[src/rtl/fetch_pkg.sv]
// Shared definitions for the instruction fetch slice: default widths,
// reset PC and the fetch FSM state encoding.
package fetch_pkg;

  localparam int              FETCH_ADDR_W    = 16;
  localparam int              FETCH_INSTR_W   = 18;
  localparam int              FETCH_RAS_DEPTH = 4;
  localparam logic [15:0]     FETCH_RESET_PC  = 16'h0000;

  typedef enum logic [1:0] {
    REQ   = 2'd0,
    WAIT  = 2'd1,
    VALID = 2'd2
  } fetch_state_e;

endpackage

[src/rtl/return_addr_stack.sv]
// Circular return-address stack with a registered top-of-stack value.
// A push while full silently overwrites the oldest entry.
module return_addr_stack #(
  parameter int RAS_DEPTH = 4,
  parameter int DATA_W    = 16
) (
  input  logic              clk,
  input  logic              reset,
  input  logic              push,
  input  logic              pop,
  input  logic [DATA_W-1:0] push_data,
  output logic [DATA_W-1:0] top,
  output logic              empty,
  output logic              full
);

  localparam int PTR_W = $clog2(RAS_DEPTH);
  localparam int CNT_W = PTR_W + 1;

  logic [DATA_W-1:0] entries [RAS_DEPTH];
  logic [PTR_W-1:0]  ptr;
  logic [CNT_W-1:0]  count;

  assign empty = (count == '0);
  assign full  = (count == CNT_W'(RAS_DEPTH));

  // ptr always addresses the current top; push+pop rewrites it in place
  always_ff @(posedge clk) begin
    if (reset) begin
      ptr   <= '0;
      count <= '0;
      top   <= '0;
    end else if (push && pop) begin
      entries[ptr] <= push_data;
      top          <= push_data;
    end else if (push) begin
      entries[ptr + PTR_W'(1)] <= push_data;
      ptr                      <= ptr + PTR_W'(1);
      top                      <= push_data;
      if (!full) begin
        count <= count + CNT_W'(1);
      end
    end else if (pop && !empty) begin
      ptr   <= ptr - PTR_W'(1);
      top   <= entries[ptr - PTR_W'(1)];
      count <= count - CNT_W'(1);
    end
  end

endmodule

[src/rtl/instr_fetch_unit.sv]
// Program counter owner: fetches instruction words over req/ack, hands them
// to decode over valid/ready and selects the next PC (seq, redirect, CALL, RET).
module instr_fetch_unit
  import fetch_pkg::*;
#(
  parameter int                ADDR_W    = FETCH_ADDR_W,
  parameter int                INSTR_W   = FETCH_INSTR_W,
  parameter logic [ADDR_W-1:0] RESET_PC  = ADDR_W'(FETCH_RESET_PC),
  parameter int                RAS_DEPTH = FETCH_RAS_DEPTH
) (
  input  logic               clk,
  input  logic               reset,
  output logic               mem_req,
  output logic [ADDR_W-1:0]  mem_addr,
  input  logic               mem_ack,
  input  logic [INSTR_W-1:0] mem_rdata,
  output logic [INSTR_W-1:0] instr,
  output logic [ADDR_W-1:0]  instr_pc,
  output logic               instr_valid,
  input  logic               instr_ready,
  input  logic               redirect,
  input  logic [ADDR_W-1:0]  redirect_addr,
  input  logic               call,
  input  logic               ret,
  input  logic               flush,
  output logic               ras_overflow,
  output logic               ras_underflow
);

  fetch_state_e      state, state_n;
  logic [ADDR_W-1:0] pc, pc_n;
  logic              squash, squash_n;
  logic              mem_req_n;
  logic              capture;
  logic              push, pop;
  logic              set_ovf, set_unf;
  logic [ADDR_W-1:0] ras_top;
  logic              ras_empty, ras_full;
  logic [ADDR_W-1:0] seq_pc;

  assign seq_pc      = instr_pc + ADDR_W'(1);
  assign mem_addr    = pc;
  assign instr_valid = (state == VALID);

  return_addr_stack #(
    .RAS_DEPTH (RAS_DEPTH),
    .DATA_W    (ADDR_W)
  ) u_ras (
    .clk       (clk),
    .reset     (reset),
    .push      (push),
    .pop       (pop),
    .push_data (seq_pc),
    .top       (ras_top),
    .empty     (ras_empty),
    .full      (ras_full)
  );

  // REQ with mem_req low is the single idle cycle right after reset
  always_comb begin
    state_n  = state;
    pc_n     = pc;
    squash_n = squash;
    capture  = 1'b0;
    push     = 1'b0;
    pop      = 1'b0;
    set_ovf  = 1'b0;
    set_unf  = 1'b0;
    case (state)
      REQ: begin
        if (mem_req) begin
          if (flush) begin
            if (!mem_ack) begin
              state_n  = WAIT;
              squash_n = 1'b1;
            end
          end else if (mem_ack) begin
            capture = 1'b1;
            state_n = VALID;
          end else begin
            state_n = WAIT;
          end
        end
      end
      WAIT: begin
        if (mem_ack) begin
          if (squash || flush) begin
            squash_n = 1'b0;
            state_n  = REQ;
          end else begin
            capture = 1'b1;
            state_n = VALID;
          end
        end else if (flush) begin
          squash_n = 1'b1;
        end
      end
      VALID: begin
        if (flush) begin
          pc_n    = instr_pc;
          state_n = REQ;
        end else if (instr_ready) begin
          state_n = REQ;
          if (ret && !call) begin
            pop     = 1'b1;
            pc_n    = ras_empty ? RESET_PC : ras_top;
            set_unf = ras_empty;
          end else if (redirect) begin
            pc_n = redirect_addr;
            if (call) begin
              // call+ret together replaces the top entry in place
              push    = 1'b1;
              pop     = ret;
              set_ovf = ras_full && !ret;
            end
          end else begin
            pc_n = seq_pc;
          end
        end
      end
      default: state_n = REQ;
    endcase
    mem_req_n = (state_n != VALID);
  end

  always_ff @(posedge clk) begin
    if (reset) begin
      state         <= REQ;
      pc            <= RESET_PC;
      squash        <= 1'b0;
      mem_req       <= 1'b0;
      instr         <= '0;
      instr_pc      <= '0;
      ras_overflow  <= 1'b0;
      ras_underflow <= 1'b0;
    end else begin
      state   <= state_n;
      pc      <= pc_n;
      squash  <= squash_n;
      mem_req <= mem_req_n;
      if (capture) begin
        instr    <= mem_rdata;
        instr_pc <= pc;
      end
      if (set_ovf) ras_overflow  <= 1'b1;
      if (set_unf) ras_underflow <= 1'b1;
    end
  end

endmodule

[config.mk]
export PLATFORM = sky130hd
export DESIGN_NAME = instr_fetch_unit
export DESIGN_NICKNAME = d
export VERILOG_FILES = /design/src/rtl/fetch_pkg.sv /design/src/rtl/return_addr_stack.sv /design/src/rtl/instr_fetch_unit.sv
export SDC_FILE = /design/constraint.sdc
export NUM_CORES = 1
export LEC_CHECK = 0
export ABC_AREA = 1
export BUFFER_PORTS_ARGS = -buffer_cell sky130_fd_sc_hd__buf_2
export CAP_MARGIN = 20
export CORE_AREA = 5 5 119 121
export CTS_BUF_LIST = sky130_fd_sc_hd__clkbuf_8
export CTS_CLUSTER_SIZE = 10
export DETAILED_ROUTE_END_ITERATION = 10
export DIE_AREA = 0 0 124 126
export GPL_TIMING_DRIVEN = 1
export PLACE_DENSITY_LB_ADDON = 0.05
export SLEW_MARGIN = 0
export SYNTH_ARGS = -nofsm -noshare
export SYNTH_HDL_FRONTEND = slang
export SYNTH_SLANG_ARGS = --single-unit
[constraint.sdc]
create_clock -name clk -period 3.99 [get_ports clk]
set_input_delay 0.1995 -clock clk [delete_from_list [all_inputs] [get_ports clk]]
set_output_delay 0.1995 -clock clk [all_outputs]
set_load 0.01 [all_outputs]
==> results of run 1 <==
## routing by layer
metal | GRT usage (%) | vias to the layer above | routed length [um]
li1 | - | 2627 | -
met1 | 29.15 | 2405 | 7228
met2 | 33.76 | 164 | 7600
met3 | 6.323 | 20 | 1129
met4 | 6.508 | 2 | 178
met5 | 0 | - | 20
## placed cells by master, fill, tap and decap left out, types with 4 or more instances in the layout
master	n
nand2_1	137
buf_2	95
nor2_1	86
dfxtp_1	77
o21ai_0	72
edfxtp_1	64
a21oi_1	57
inv_1	42
nand3_1	29
dlygate4sd3_1	18
clkbuf_8	17
a22oi_1	14
a31oi_1	11
xor2_1	8
inv_2	8
nor2_2	8
nand4_1	6
o21ai_1	6
a22o_1	6
o22ai_1	6
buf_4	5
inv_6	4
nor3_1	4
a21oi_2	4
clkinvlp_4	4
## per-stage QoR
step,utilization (%),cells
floorplan,-,711
finish,57.08,1000
detailed placement,52.74,950
global placement,52.74,950
global route,57.08,1000
CTS,57.08,1000
## cell families (layout without fill, tap and decap cells)
kind of cell | after synthesis | in the layout | synth area share [%]
AND/OR/NAND/NOR | 283 | 283 | 19.48
buffers and inverters | 87 | 200 | 6.723
flip-flops | 141 | 141 | 54.57
XOR/XNOR | 10 | 10 | 1.499
adder cells (fa/ha/maj) | 2 | 2 | 0.5126
AO/OA/AOI/OAI | 188 | 188 | 17.21
## synthesized netlist by cell type, types with 2 or more instances
master	instances	share of area, %
o21bai_1	2	0.24
buf_4	2	0.24
clkinv_1	2	0.12
o211ai_1	3	0.35
o21ai_0	72	5.7
nand3b_1	2	0.24
nand4_1	6	0.59
nor2_2	8	0.79
a21oi_2	4	0.55
xor2_1	8	1.1
nand3_1	29	2.3
buf_1	2	0.12
o22ai_1	6	0.59
nand2_1	137	8.1
nor2_1	86	5.1
edfxtp_1	64	30
a22o_1	6	0.83
inv_2	8	0.47
inv_1	39	2.3
buf_2	11	0.87
clkbuf_1	13	0.77
nor2_8	2	0.63
a31oi_1	11	1.1
nor2_4	2	0.35
o211ai_2	3	0.59
nand2_4	2	0.35
a22oi_1	14	1.7
o21ai_1	6	0.47
nand2_2	2	0.20
a21oi_1	57	4.5
buf_6	6	1.1
nor3_1	4	0.32
dfxtp_1	77	24
## path summary, 6_finish.rpt
kind / from / to / slack, ps / cells after the start
max: state[0]$_SDFF_PP0_ / instr_pc[0]$_SDFFE_PP0P_ / 1760 / 7
max reg2reg: state[0]$_SDFF_PP0_ / instr_pc[0]$_SDFFE_PP0P_ / 1760 / 7
min: ret / ras_overflow$_SDFFE_PP0P_ / 70 / 4
min reg2reg: mem_addr[10]$_SDFFE_PP0P_ / mem_addr[10]$_SDFFE_PP0P_ / 480 / 2
## power by group through the flow
stage               logic [uW]  registers, uW  clock network, uW
global route               276           1580               1200
finish                     246           1570               1120
global placement           227           1600                  0
detailed placement         232           1600                  0
floorplan                  138           1610                  0
CTS                        246           1570               1140
## registers in the layout, indices dropped and copies added, names as in the netlist, 2 cells and up
name	flops
state	2
instr	18
u_ras.top	16
mem_addr	16
instr_pc	16
u_ras.ptr	2
u_ras.entries	64
u_ras.count	3
## final cells by class
class,instances,area [um2]
sequential,141,3463
multi-input combinational,483,2456
timing repair buffer,118,693.2
clock inverter,15,148.9
fill,1185,5572
inverter,50,192.7
tap,176,220.2
clock buffer,17,234.0
## worst max-delay path, delay by kind of cell, from the launching register on
| family | cells | cell delay, ps |
|---|---|---|
| simple gates | 4 | 810 |
| buf+inv | 1 | 470 |
| flops | 1 | 460 |
| compound gates | 2 | 340 |
## repair_timing
| action | 4_1_cts | 5_1_grt |
|---|---|---|
| hold buffers | 18 | 0 |
| endpoints found under the hold margin | 18 | 0 |
| resized for setup | 0 | 0 |
==> summary.txt, run 1 <==
Final layout
  • Post-Layout Inst Area: 7408 um2
  • Share of cells above drive strength 1: 20.02%
  • # nets final: 855
  • Diode count: 0
  • Area delta synth->final: 16.74%

STA
  • Worst slew margin: 47.64%
  • Hold_ws: 73.37 ps
  • Pins over their slew limit: 0
  • Final period util: 55.83%
  • Count of final hold-check violations: 0
  • Setup_tns: 0 ps
  • Skew final: 11.90 ps
  • Worst Tran Pin Value: 784.6 ps
  • Final setup fails: 0
  • Post-route setup slack: 1762 ps
  • RSZ-0062 raised after global routing: false
  • Fmax: 448.9 MHz
  • Min Clock Period, post-route: 2228 ps

Route
  • Total Wirelength: 16.16 mm
  • Post-route DRC: 0
  • Iter 0 DRT Violations: 368
  • Avg WL per Cell: 16.16 um
  • Via density: 5.218
  • Vias: 5218
  • Drt first pass iters: 5
  • Routed Antenna Nets: 0

Clocking
  • H-tree depth: 4
  • Cts bufs inserted: 17
  • Clock tree buffer depth: 2
  • Clk slew on worst S/H paths: 80 ps
  • Clock root buffer: clkbuf_8
  • Clk_lat worst skew: 440 ps
  • Sink Count: 141
  • CTS tree: built
  • Post-CTS Setup Inserts: 0

Power
  • Gate power share: 8.4%
  • Flop pwr share: 53.6%
  • Max IR drop VDD: 0.2537 mV
  • Switching Fraction: 25.55%
  • Leakage: 0.003029 uW
  • Clock Power Share: 38.1%
  • Net Switching: 749.5 uW
  • Internal power: 2184 uW
  • Design Power: 2933 uW
  • Pwr Density: 395.9 nW/um2

Yosys
  • Sequential share of the synthesized area: 54.57%
  • YS warnings: 0
  • Number of enable flip-flop cells after synthesis: 64
  • Mapped Nets: 755
  • Yosys reg bits: 141
  • Synthesized instance count: 711
  • Mapped cell area: 6346 um2
  • Post-synth ARST share: 0%
  • Top_reg_cell synth: dfxtp_1
  • Cell variety after synth: 48
  • Syn_area_per_cell: 8.926 um2

Place
  • DP Wirelength: 11.09 mm
  • GP Congestion: 0.8372
  • Pre-CTS WS: 1400 ps
  • Placed cell area: 6845 um2
  • I/O Buffers: 95

Floorplan
  • Die H: 126 um
  • Core Area: 12980 um2
  • Die X: 124 um
  • Starting Density: 48.89%
  • Core Rows: 42
  • Num ports: 96
  • Die area: 15620 um2

Critical path
  • Most used cell, CP: nand2_1
  • CP arrival: 2520 ps
  • Slowest CP cell: inv_2
  • CP Capture Type: register
  • Worst Path Required: 4290 ps
  • Critical path class: register to register
  • Critical Path Start Type: register
  • Crit-path max cell delay: 470 ps
  • Cell breakdown of the critical path: nand2_1 > nor2_1 > nand3b_1 > nand2_1 > inv_2 > o21ai_0 > a21oi_1
  • CP Max Fanout: 48

GRT
  • Vias in the first global route: 5169
  • First-pass GRT wire length: 26.32 mm
  • Initial antenna violation count: 2
  • Gr ovfl total: 0
  • Total track usage: 21.62%
  • Largest net degree at the start of global routing: 51

Min path
  • Hold Crit Class: input pin to register

Status
  • Outcome: complete, no violations

Run
  • Max-cap viol count: 0
No activity file was read; power rests on OpenSTA's default activity.
==> run 2: changes to the inputs <==
==> constraint.sdc (replaced) <==
create_clock -name clk -period 2.05 [get_ports clk]
set_input_delay 0.1025 -clock clk [delete_from_list [all_inputs] [get_ports clk]]
set_output_delay 0.1025 -clock clk [all_outputs]
set_load 0.01 [all_outputs]
==> run 2 against run 1 <==
Compared with the run above: setup slack got worse by 1600 ps; via count is 2.1% higher; combinational power up 120%; sequential power rose by 94%; core utilization is 1.7 points higher; hold slack better by 68 ps; non-clock buffer count grew 26; clock power increased by 71%; global-route usage increased by 0.13 points; total power increased by 88%; fmax grew 18%; wire length is 1.2% higher; critical endpoint is now u_ras.entries[2][11]$_DFFE_PP_; highest routed layer unchanged.
==> summary.txt, run 2 (same netlist as run 1, synthesis figures left out) <==
STA
  • Count of final hold-check violations: 0 (unchanged)
  • Worst slew margin: 49.61% (+2.0 points)
  • Final setup fails: 0 (unchanged)
  • Setup_tns: 0 ps (unchanged)
  • Skew final: 11.42 ps (-0.4829 ps)
  • Final period util: 92.21% (+36 points)
  • RSZ-0062 raised after global routing: false
  • Fmax: 529.0 MHz (+18%)
  • Min Clock Period, post-route: 1890 ps (-337.2 ps)
  • Pins over their slew limit: 0 (unchanged)
  • Worst Tran Pin Value: 754.7 ps (-29.91 ps)

Final layout
  • # nets final: 881 (+3.0%)
  • Most flops, register: u_ras.entries
  • Most frequent cells in the layout: 137 x nand2_1, 95 x buf_2, 82 x nor2_1
  • Layout Cells excl Fill: 1026 (+2.6%)
  • Largest regs: u_ras.entries x64, instr x18
  • Final core occ: 58.73% (+1.7 points)
  • Layout fillers: 1136 (-4.1%)
  • Commonest non-fill, non-tap cell in the layout: nand2_1
  • Share of cells above drive strength 1: 22.94% (+2.9 points)
  • Largest register FFs: 64 (unchanged)
  • Diode count: 0 (unchanged)
  • Area delta synth->final: 20.13%

Run
  • Max-cap viol count: 0 (unchanged)

Floorplan
  • Die X: 124 um (unchanged)
  • Starting Density: 48.89% (unchanged)
  • Core Rows: 42 (unchanged)
  • Core Area: 12980 um2 (unchanged)
  • Die area: 15620 um2 (unchanged)
  • Num ports: 96 (unchanged)
  • Die H: 126 um (unchanged)

Critical path
  • Critical Path Start Type: register
  • R2r setup slk: 160 ps (-1600 ps)
  • R2R cell count: 11 (+4)
  • Worst Path Required: 2210 ps (-2080 ps)
  • Worst r2r dst: u_ras.entries[2][11]$_DFFE_PP_
  • CP arrival: 2050 ps (-470 ps)
  • CP Capture Type: register
  • CP Max Fanout: 16 (-67%)
  • Reg2Reg Launch Point: state[1]$_SDFF_PP0_
  • Critical path class: register to register

Route
  • Via density: 5.195 (-0.44%)
  • Routed wl met2: 7.437 mm (-2.1%)
  • Vias: 5330 (+2.1%)
  • WL met1: 7.752 mm (+7.2%)
  • Iter 0 DRT Violations: 330 (-10%)
  • Routed Antenna Nets: 0 (unchanged)
  • Drt first pass iters: 5 (unchanged)
  • Total Wirelength: 16.35 mm (+1.2%)
  • DR WL met3: 856 um (-24%)
  • Avg WL per Cell: 15.94 um (-1.4%)
  • Uppermost layer routed: met5
  • Post-route DRC: 0 (unchanged)

Clocking
  • Post-CTS Setup Inserts: 0 (unchanged)
  • Sink Count: 141 (unchanged)
  • H-tree depth: 4 (unchanged)
  • Clk_lat worst skew: 450 ps (about the same)
  • Clock root buffer: clkbuf_8
  • Clock tree buffer depth: 2 (unchanged)
  • Clk slew on worst S/H paths: 80 ps (about the same)
  • Cts bufs inserted: 17 (unchanged)
  • CTS tree: built

GRT
  • First-pass GRT wire length: 26.66 mm (+1.3%)
  • Largest net degree at the start of global routing: 49 (-3.9%)
  • Vias in the first global route: 5295 (+2.4%)
  • Gr ovfl total: 0 (unchanged)
  • Initial antenna violation count: 1 (-1)
  • Total track usage: 21.75% (+0.13 points)

Place
  • I/O Buffers: 95 (unchanged)
  • GP Congestion: 0.8327 (-0.54%)
  • Total placed cells including tap cells: 973 (+2.4%)
  • DP Wirelength: 11.70 mm (+5.5%)

Min path
  • Hold Crit Class: input pin to register
  • Hold Crit Start: redirect_addr[0]
  • WHS Path Cells: 5 (+1)
  • Hold EP: mem_addr[0]$_SDFFE_PP0P_

Status
  • Outcome: complete, no violations

Power
  • Pwr Density: 721.7 nW/um2 (+82%)
  • Leakage: 0.003140 uW (+3.7%)
  • Max IR drop VDD: 0.5011 mV (+98%)
## run 2: cell count changes in the layout (fill, tap and decap cells not counted), sizes merged
cell         change
bufinv           -2
clkinv           +3
dlygate4sd3      +3
clkinvlp         +1
inv              -2
buf             +23
## run 2: routing by layer
layer	vias to the layer above	global-route usage (%)
met2	130	32.55
met5	-	0
met4	2	7.861
met1	2495	30.23
li1	2679	-
met3	24	6.054
## run 2: worst max-delay path, stage by stage, from the launching register on
cell and delay (ps):
dfxtp_2 370, inv_2 70, nor2_4 100, nand3_4 120, nor2_8 130, inv_6 60
nor2_8 100, nand2_4 70, o21ai_2 160, inv_1 90, nor2_2 150, buf_12 170
## run 2: worst max-delay path by stage
stage / start / end / slack [ps] / cells after the start
2_1_floorplan: state[1]$_SDFF_PP0_ / u_ras.entries[2][0]$_DFFE_PP_ / -70 / 10
3_3_place_gp: state[1]$_SDFF_PP0_ / u_ras.entries[3][10]$_DFFE_PP_ / 200 / 11
3_5_place_dp: state[1]$_SDFF_PP0_ / u_ras.entries[3][15]$_DFFE_PP_ / 130 / 11
4_1_cts: state[1]$_SDFF_PP0_ / u_ras.entries[3][12]$_DFFE_PP_ / 110 / 11
5_1_grt: state[1]$_SDFF_PP0_ / u_ras.entries[1][4]$_DFFE_PP_ / 60 / 11
6_report: state[1]$_SDFF_PP0_ / u_ras.entries[2][11]$_DFFE_PP_ / 160 / 11
## run 2: power breakdown
part / internal, uW / leakage [uW] / switching (uW)
clock network: 826 / 0.000163 / 1100
logic: 204 / 0.00176 / 326
registers: 3000 / 0.00121 / 50.3
## run 2: repair_timing
item	in CTS	in global routing
resized for setup	0	1
hold endpoints to repair	22	0
endpoints found under the setup margin	0	2
hold buffers	21	0
## run 2: per-stage QoR
step	power, uW	hold slack, ps	instance area [um2]	setup slack (ps)
floorplan	3401	237.4	6356	-67.13
global placement	3599	324.5	7078	195.2
detailed placement	3609	334.0	7078	129.3
CTS	5541	113.1	7622	108.1
global route	5732	153.1	7624	55.48
finish	5502	141.0	7624	159.6
## run 2: layout make-up
type | instances | area, um2 | share of cell area (%)
Tap cell | 176 | 220.2 | 2.889
Clock buffer | 17 | 234.0 | 3.069
Timing Repair Buffer | 144 | 945.9 | 12.41
Inverter | 50 | 192.7 | 2.527
Clock inverter | 15 | 100.1 | 1.313
Multi-Input combinational cell | 483 | 2466 | 32.35
Sequential cell | 141 | 3465 | 45.45
==> run 3: changes to the inputs <==
==> constraint.sdc (replaced) <==
create_clock -name clk -period 1.6 [get_ports clk]
set_input_delay 0.24 -clock clk [delete_from_list [all_inputs] [get_ports clk]]
set_output_delay 0.24 -clock clk [all_outputs]
set_load 0.01 [all_outputs]
==> run 3 against run 2 <==
Compared with the run above: the run now ends with setup timing left; register-to-register slack lost 340 ps; critical path depth grew 1; final cell count grew 4.1%; clock skew shrank 0.60 ps; via count grew 3.1%; design area grew 8.9%; sequential cell count is the same; core utilization grew 5.3 points; fmax grew 6.4%; setup slack lost 340 ps; sequential power grew 28%; critical path type unchanged; highest routed layer unchanged.
==> summary.txt, run 3 (same netlist as run 1, synthesis figures left out) <==
Status
  • Outcome: finished, violations left
  • Failing checks: setup timing

Final layout
  • Commonest non-fill, non-tap cell in the layout: nand2_1
  • Area delta synth->final: 30.88%
  • Register area: 3471 um2 (+0.18%)
  • Most frequent cells in the layout: 128 x nand2_1, 95 x buf_2, 74 x nor2_1
  • Post-Layout Inst Area: 8305 um2 (+8.9%)
  • Area of the multi-input gates: 2643 um2 (+7.2%)
  • Layout Cells excl Fill: 1068 (+4.1%)
  • Largest register FFs: 64 (unchanged)
  • # nets final: 922 (+4.7%)
  • Layout fillers: 1105 (-2.7%)
  • Largest regs: u_ras.entries x64, instr x18
  • Most flops, register: u_ras.entries
  • Share of cells above drive strength 1: 31.31% (+8.4 points)

Floorplan
  • Core Rows: 42 (unchanged)
  • Starting Density: 48.89% (unchanged)
  • Die X: 124 um (unchanged)
  • Die area: 15620 um2 (unchanged)
  • Core Area: 12980 um2 (unchanged)
  • Die H: 126 um (unchanged)
  • Num ports: 96 (unchanged)

Place
  • Placed cell area: 7501 um2 (+6.0%)
  • Pre-CTS WS: -198.0 ps (-327.4 ps)
  • DP Wirelength: 11.92 mm (+1.9%)
  • GP Congestion: 0.8374 (+0.56%)
  • Total placed cells including tap cells: 1013 (+4.1%)
  • I/O Buffers: 95 (unchanged)

Clocking
  • Cts bufs inserted: 17 (unchanged)
  • Clk slew on worst S/H paths: 80 ps (about the same)
  • CTS tree: built
  • Clk_lat worst skew: 440 ps (about the same)
  • Clock tree buffer depth: 2 (unchanged)
  • Clock root buffer: clkbuf_8
  • H-tree depth: 4 (unchanged)
  • Sink Count: 141 (unchanged)

Critical path
  • Reg2Reg Launch Point: state[1]$_SDFF_PP0_
  • Buf+Inv Stages, Crit Path: 4 (unchanged)
  • Crit-path max cell delay: 340 ps (-30 ps)
  • Critical Path Start Type: register
  • CP Max Fanout: 16 (unchanged)
  • CP Capture Type: register
  • Slowest CP cell: dfxtp_2
  • Critical path class: register to register
  • Cell breakdown of the critical path: inv_2 > nor2_4 > nand3_4 > nor2_8 > inv_6 > nor2_8 > nand2_4 > nand2_2 > o21ai_2 > buf_4 > nor2_4 > buf_12
  • Worst Path Required: 1750 ps (-460 ps)
  • CP Launch Point: state[1]$_SDFF_PP0_
  • CP arrival: 1930 ps (-120 ps)
  • Top delay family on crit path: simple AND/OR/NAND/NOR gates

Route
  • Vias: 5497 (+3.1%)
  • Total Wirelength: 16.61 mm (+1.6%)
  • Avg WL per Cell: 15.55 um (-2.4%)
  • Drt first pass iters: 5 (unchanged)
  • Post-route DRC: 0 (unchanged)
  • Routed Antenna Nets: 0 (unchanged)
  • Via density: 5.147 (-0.92%)
  • Iter 0 DRT Violations: 397 (+20%)

STA
  • Count of final hold-check violations: 0 (unchanged)
  • Fmax: 563.0 MHz (+6.4%)
  • Final period util: 111.0% (+19 points)
  • Pins over their slew limit: 0 (unchanged)
  • RSZ-0062 raised after global routing: true
  • Post-route setup slack: -176.2 ps (-335.9 ps)
  • Worst Tran Pin Value: 347.1 ps (-407.6 ps)
  • Final setup fails: 85 (+85)
  • Min Clock Period, post-route: 1776 ps (-114.1 ps)
  • Worst slew margin: 76.71% (+27 points)
  • Skew final: 10.82 ps (-0.6030 ps)

Min path
  • Hold Crit Start: mem_rdata[1]
  • Hold Crit Class: input pin to register

Run
  • Max-cap viol count: 0 (unchanged)

GRT
  • Largest net degree at the start of global routing: 49 (unchanged)
  • Total track usage: 21.99% (+0.24 points)
  • Initial antenna violation count: 2 (+1)
  • Gr ovfl total: 0 (unchanged)
  • Vias in the first global route: 5412 (+2.2%)
  • First-pass GRT wire length: 26.93 mm (+1.0%)

Power
  • Leakage: 0.003455 uW (+10%)
  • Max IR drop VDD: 0.6276 mV (+25%)
  • Pwr Density: 884.8 nW/um2 (+23%)
run 3: cell count changes in the layout (fill, tap and decap cells not counted), moves of 6 or more:
cell,change
o21ai_0,-12
nand2_2,+8
nor2_1,-8
buf_12,+10
buf_4,+36
nor2_4,+6
dlygate4sd3_1,-7
nand2_1,-9
o21ai_1,+11
run 3: metal layers:
metal  part of all wire [%]  vias up  GRT usage (%)
met5                  0.078        -              0
met4                    1.3        2          6.314
met3                    5.6       23          5.650
met2                     46      145          33.82
met1                     47     2566          30.78
li1                       -     2761              -
run 3: layout make-up:
type / instances / area share, %
multi-input combinational: 483 / 31.82
clock inverter: 14 / 1.506
sequential: 141 / 41.79
inverter: 50 / 2.350
antenna: 1 / 0.03013
tap: 176 / 2.651
timing repair buffer: 185 / 16.87
clock buffer: 18 / 2.983
run 3: power breakdown:
group / switching, uW / leakage (uW) / total (uW) / internal, uW
Sequential: 56.0 / 0.00122 / 3900 / 3850
Combinational: 445 / 0.00205 / 761 / 315
Clock: 1410 / 0.000190 / 2690 / 1270
run 3: final timing paths:
check | end | slack (ps) | depth (start not counted)
setup / recovery | u_ras.entries[0][0]$_DFFE_PP_ | -180 | 12
hold / removal | instr[1]$_SDFFE_PP0P_ | 30 | 3
setup reg to reg | u_ras.entries[0][0]$_DFFE_PP_ | -180 | 12
hold reg to reg | ras_underflow$_SDFFE_PP0P_ | 480 | 2
run 3: timing repair:
item | CTS | global route
resized for setup | 14 | 41
setup buffers | 2 | 4
setup endpoints to repair | 85 | 127
hold endpoints to repair | 14 | 0
hold buffers | 14 | 0
pin swaps | 2 | 9
gates cloned | 2 | 0
run 3: worst reg2reg max path: cells and delay by family (launching register included):
family,cells,cell delay (ps)
buffers and inverters,4,410
and+or+nand+nor,7,680
DFF,1,340
AOI/OAI and AO/OA,1,70
run 3: per-stage QoR:
stage / TNS (ps) / utilization (%) / hold WS, ps / power, uW
finish: -11750 / 63.99 / 34.71 / 7349
floorplan: -22010 / - / 374.9 / 4360
detailed placement: -12650 / 57.79 / 457.4 / 4684
global placement: -11020 / 57.79 / 450.8 / 4668
CTS: -12760 / 62.77 / 3.952 / 7381
global route: -20130 / 63.99 / 24.00 / 7672
